## src/rtl/equiv_sweep_ctrl.sv

```systemverilog
// equiv_sweep_ctrl
//   Drives every N_IN-bit input combination onto a reference (POS) and a
//   candidate (SOP) implementation of the same function. It compares their
//   outputs and reports the result through a start/done handshake.
//
// Ports
//   clk           rising-edge clock
//   rst_n         asynchronous active-low reset
//   start         begin a sweep (accepted only while idle)
//   abort         abandon a running sweep (no done pulse)
//   m_q           reference implementation output
//   m_a           candidate implementation output
//   abc           vector applied to both implementations, MSB = a
//   busy          sweep in progress (SETTLE/CHECK)
//   done          one-cycle completion pulse
//   pass          last completed sweep had no mismatches
//   err_cnt       mismatch count of the current/last sweep
//   err_valid     at least one mismatch recorded
//   first_err_vec vector of the first mismatch (valid with err_valid)
module equiv_sweep_ctrl #(
  parameter int N_IN          = 3,
  parameter int SETTLE_CYCLES = 1
) (
  input  logic            clk,
  input  logic            rst_n,
  input  logic            start,
  input  logic            abort,
  input  logic            m_q,
  input  logic            m_a,
  output logic [N_IN-1:0] abc,
  output logic            busy,
  output logic            done,
  output logic            pass,
  output logic [N_IN:0]   err_cnt,
  output logic            err_valid,
  output logic [N_IN-1:0] first_err_vec
);

  localparam int CNT_W = (SETTLE_CYCLES > 1) ? $clog2(SETTLE_CYCLES) : 1;
  localparam logic [N_IN-1:0]  LAST_VEC = {N_IN{1'b1}};
  localparam logic [CNT_W-1:0] CNT_LAST = CNT_W'(SETTLE_CYCLES - 1);

  typedef enum logic [1:0] {
    S_IDLE,
    S_SETTLE,
    S_CHECK,
    S_DONE
  } state_t;

  state_t           state, state_nxt;
  logic [CNT_W-1:0] cnt, cnt_nxt;
  logic [N_IN-1:0]  abc_nxt;
  logic [N_IN-1:0]  first_err_vec_nxt;
  logic [N_IN:0]    err_cnt_nxt;
  logic             err_valid_nxt;
  logic             pass_nxt;

  always_ff @(posedge clk or negedge rst_n) begin
    if (!rst_n) begin
      state         <= S_IDLE;
      cnt           <= '0;
      abc           <= '0;
      err_cnt       <= '0;
      err_valid     <= 1'b0;
      first_err_vec <= '0;
      pass          <= 1'b0;
    end else begin
      state         <= state_nxt;
      cnt           <= cnt_nxt;
      abc           <= abc_nxt;
      err_cnt       <= err_cnt_nxt;
      err_valid     <= err_valid_nxt;
      first_err_vec <= first_err_vec_nxt;
      pass          <= pass_nxt;
    end
  end

  always_comb begin
    state_nxt         = state;
    cnt_nxt           = cnt;
    abc_nxt           = abc;
    err_cnt_nxt       = err_cnt;
    err_valid_nxt     = err_valid;
    first_err_vec_nxt = first_err_vec;
    pass_nxt          = pass;

    case (state)
      S_IDLE: begin
        abc_nxt = '0;
        cnt_nxt = '0;
        if (start) begin
          state_nxt         = S_SETTLE;
          err_cnt_nxt       = '0;
          err_valid_nxt     = 1'b0;
          first_err_vec_nxt = '0;
          pass_nxt          = 1'b0;
        end
      end

      S_SETTLE: begin
        if (abort) begin
          state_nxt = S_IDLE;
          abc_nxt   = '0;
          cnt_nxt   = '0;
          pass_nxt  = 1'b0;
        end else if (cnt == CNT_LAST) begin
          state_nxt = S_CHECK;
          cnt_nxt   = '0;
        end else begin
          cnt_nxt = cnt + CNT_W'(1);
        end
      end

      S_CHECK: begin
        // abort wins over the compare: the vector under test is not scored
        if (abort) begin
          state_nxt = S_IDLE;
          abc_nxt   = '0;
          cnt_nxt   = '0;
          pass_nxt  = 1'b0;
        end else begin
          if (m_q != m_a) begin
            err_cnt_nxt = err_cnt + (N_IN + 1)'(1);
            if (!err_valid) begin
              err_valid_nxt     = 1'b1;
              first_err_vec_nxt = abc;
            end
          end
          if (abc == LAST_VEC) begin
            // abc stays on the last vector; no increment, so it never wraps
            state_nxt = S_DONE;
            pass_nxt  = (err_cnt_nxt == '0);
          end else begin
            state_nxt = S_SETTLE;
            abc_nxt   = abc + N_IN'(1);
            cnt_nxt   = '0;
          end
        end
      end

      S_DONE: begin
        state_nxt = S_IDLE;
        abc_nxt   = '0;
        cnt_nxt   = '0;
      end

      default: begin
        state_nxt = S_IDLE;
        abc_nxt   = '0;
        cnt_nxt   = '0;
      end
    endcase
  end

  assign busy = (state == S_SETTLE) || (state == S_CHECK);
  assign done = (state == S_DONE);

endmodule

```

## config.mk

```make
export PLATFORM = sky130hd
export DESIGN_NAME = equiv_sweep_ctrl
export DESIGN_NICKNAME = d
export VERILOG_FILES = /design/src/rtl/equiv_sweep_ctrl.sv
export SDC_FILE = /design/constraint.sdc
export NUM_CORES = 1
export LEC_CHECK = 0
export CORE_MARGIN = 2
export CORE_UTILIZATION = 40
export DETAILED_ROUTE_END_ITERATION = 12
export PLACE_DENSITY = 0.7
export RECOVER_POWER = 50
export SLEW_MARGIN = 20
export SYNTH_ARGS = -nofsm -noshare
export SYNTH_HDL_FRONTEND = slang
export SYNTH_SLANG_ARGS = --single-unit
```

## constraint.sdc

```tcl
create_clock -name clk -period 3.3 [get_ports clk]
set_input_delay 0.66 -clock clk [delete_from_list [all_inputs] [get_ports clk]]
set_output_delay 0.66 -clock clk [all_outputs]
set_load 0.01 [all_outputs]
```

==> results.cfg <==
[layout]
final_cell_mix = 16 x clkdlybuf4s50_1, 14 x dfrtp_1, 11 x nor2_1, 9 x ha_1, 7 x a22o_1
layout.nets = 125
finalNonFillerCells = 136
seq_area_um2 = 350
layout-drive-gt1-share_pct = 6.42
final_common_cell = clkdlybuf4s50_1
multi_input_area_um2 = 485
area_growth_pct = 27.7
final_util_pct = 55.3
fill_cells = 189
diodes = 0

[placement]
gp_congestion = 0.794
port_buffers = 19
hpwlAfterDp_mm = 1.33
dp_slack_ns = 1.15
dp.cells = 132

[floorplan]
die-area_um2 = 2560
num_io_pins = 20
die_w_um = 50.6
row_count = 16
initial_core_util_pct = 43.3
fp.dieH_um = 50.6
fp.coreArea_um2 = 2000

[hold_path]
whs_path_depth = 1
hold_path.class = reg -> reg
min-delay-start = pass
min_to = pass

[synthesis]
yosysTopAreaCell = dfrtp_1
synth_nets = 103
ys_warn_count = 0
synth_area_um2 = 867
synth-edff-count = 0
synthCells = 88
async_flop_share_pct = 100
yosys-top-cells-area = dfrtp_1 40%, ha_1 13%, a22o_1 7.1%
synth.avg_cell_area_um2 = 9.85
synthFlopType = dfrtp_1
synth_cell_types = 27
yosysSeqAreaShare_pct = 40.4
synth_top_area_share_pct = 40.4
ys_ff_latch = 14

[power]
p_sw_mw = 0.263
comb_power_share_pct = 48.0
leakage_nw = 0.503
irDropWorstVdd_mv = 0.386
seqPwrFrac_pct = 34.3
pwr-share-clk_pct = 17.7
internal_power_mw = 0.409
netSwitchingFraction_pct = 39.1
power.density_nw_per_um2 = 607

[timing]
postLayoutSetupSlackWorst_ns = 1.03
rsz0062_at_grt = no
timing.setup.tns_ns = 0
period_needed_ns = 2.27
fin_crit_sh_pct = 68.7
finalSetupViolCount = 0
finalClockSkew_ns = 0.00873
hold_ws_ns = 0.515
final-max-slew-violation-count = 0
clock.fmax_ghz = 0.441
worst_slew_pin_slew_ns = 0.597
slew_headroom_pct = 60.1
hold_viol_final = 0

[global_route]
first_global_vias = 712
antenna_found_initial = 0
grt_use_total_pct = 15.4
grt_overflow = 0
grt_max_degree = 15
grt_pass1_wl_mm = 2.95

[worst_setup_path]
slowest_delay_ns = 0.53
rr_worst_depth = 6
crit_chain = inv_1 -> ha_1 -> clkdlybuf4s50_1
cp.buffers_inverters = 2
crit_path_end_kind = output pin
start_kind = flop
slowest_stage = clkdlybuf4s50_1
worstSetupPathType = reg -> out
r2r-end = first_err_vec[0]
cp_max_fo = 4
cp.required_ns = 2.64
cp.arrival_ns = 1.61
critical-path-top-delay-family = buffers and inverters
crit_cells = 3
rrSetupSlack_ns = 1.39
r2r_start = state[0]

[run_status]
outcome = completed

[clock_network]
cts.sinks = 14
cts_resized = 0
root_buffer = clkbuf_4
hold_buffers = 0
clk_path_buf_depth = 2
clk_pin_slew_ns = 0.08
tritoncts = done
numCtsBuffers = 3
h-tree-depth = 1
clock_latency_ns = 0.28
post_cts_buffers = 0

[detailed_routing]
top_layer = met4
routedWlPerCell_um = 12.4
drt_iter0_drc = 7
drc = 0
route.vias.total = 714
wl_met3_um = 93
routed_wl_mm = 1.69
wl_met1_um = 758
drt_first_pass_iters = 4
postRouteAntennaNets = 0
dr_wl_met2_um = 809
viasPerCell = 5.25

[job]
cap_violations = 0
==> worst register-to-register path: stages (launching register included) <==
cell     delay, ns
dfrtp_1       0.42
inv_1         0.14
ha_1          0.41
nor2b_1       0.24
nand2_2       0.14
nor3_1        0.30
a22o_1        0.19
==> synthesized netlist by cell type, types with 2 or more instances <==
master	number
nand2b_1	2
o21ai_0	6
nor3_1	4
nor2_1	11
a21o_1	2
nand2_1	5
nor3b_1	2
xnor2_1	2
a22o_1	7
a21oi_1	4
o211ai_1	2
a22oi_1	2
xor2_1	2
ha_1	9
dfrtp_1	14
inv_1	3
==> cell type report <==
cell class | instances | share of cell area, %
Timing Repair Buffer | 19 | 17.2
Tap cell | 27 | 3.05
Multi-Input combinational cell | 69 | 43.8
Clock buffer | 4 | 3.28
Inverter | 3 | 1.02
Sequential cell | 14 | 31.6
==> power by group through the flow <==
stage	sequential, mW	combinational, mW	clock (mW)
5_1_grt	0.236	0.364	0.135
4_1_cts	0.230	0.331	0.123
6_report	0.231	0.322	0.119
3_3_place_gp	0.233	0.322	0
3_5_place_dp	0.234	0.328	0
2_1_floorplan	0.233	0.220	0
==> metal layers <==
layer,up-vias,track usage [%]
li1,357,-
met1,332,17.8
met2,23,26.1
met3,2,5.06
met4,0,5.86
met5,-,0
==> state kept, by name, summed over array words and instances, names as in the netlist <==
signal         cells
first_err_vec      3
err_cnt            4
pass               1
state              2
err_valid          1
abc                3
==> cells by family after synthesis <==
family	after synthesis	share of synthesized area, %
adder cells (fa/ha/maj)	9	13.0
XOR/XNOR	4	4.04
buffers and inverters	5	2.74
AO/OA/AOI/OAI	28	23.5
flip-flops	14	40.4
AND/OR/NAND/NOR	28	16.3
==> how the worst max path moves through the flow <==
stage | slack (ns) | endpoint | from
after CTS | 1.01 | busy | state[0]
after global routing | 0.94 | busy | state[0]
after detailed placement | 1.15 | err_cnt[3] | m_a
after global placement | 1.18 | err_cnt[2] | m_q
after floorplan | 1.74 | first_err_vec[0] | state[0]
final | 1.03 | busy | state[0]
==> per-stage QoR <==
stage          area [um^2]  power [mW]
3_5_place_dp          1080       0.562
5_1_grt               1110       0.734
3_3_place_gp          1080       0.556
4_1_cts               1110       0.685
2_1_floorplan          867       0.453
6_report              1110       0.672
Note: power is estimated with default switching activity, not from simulation.
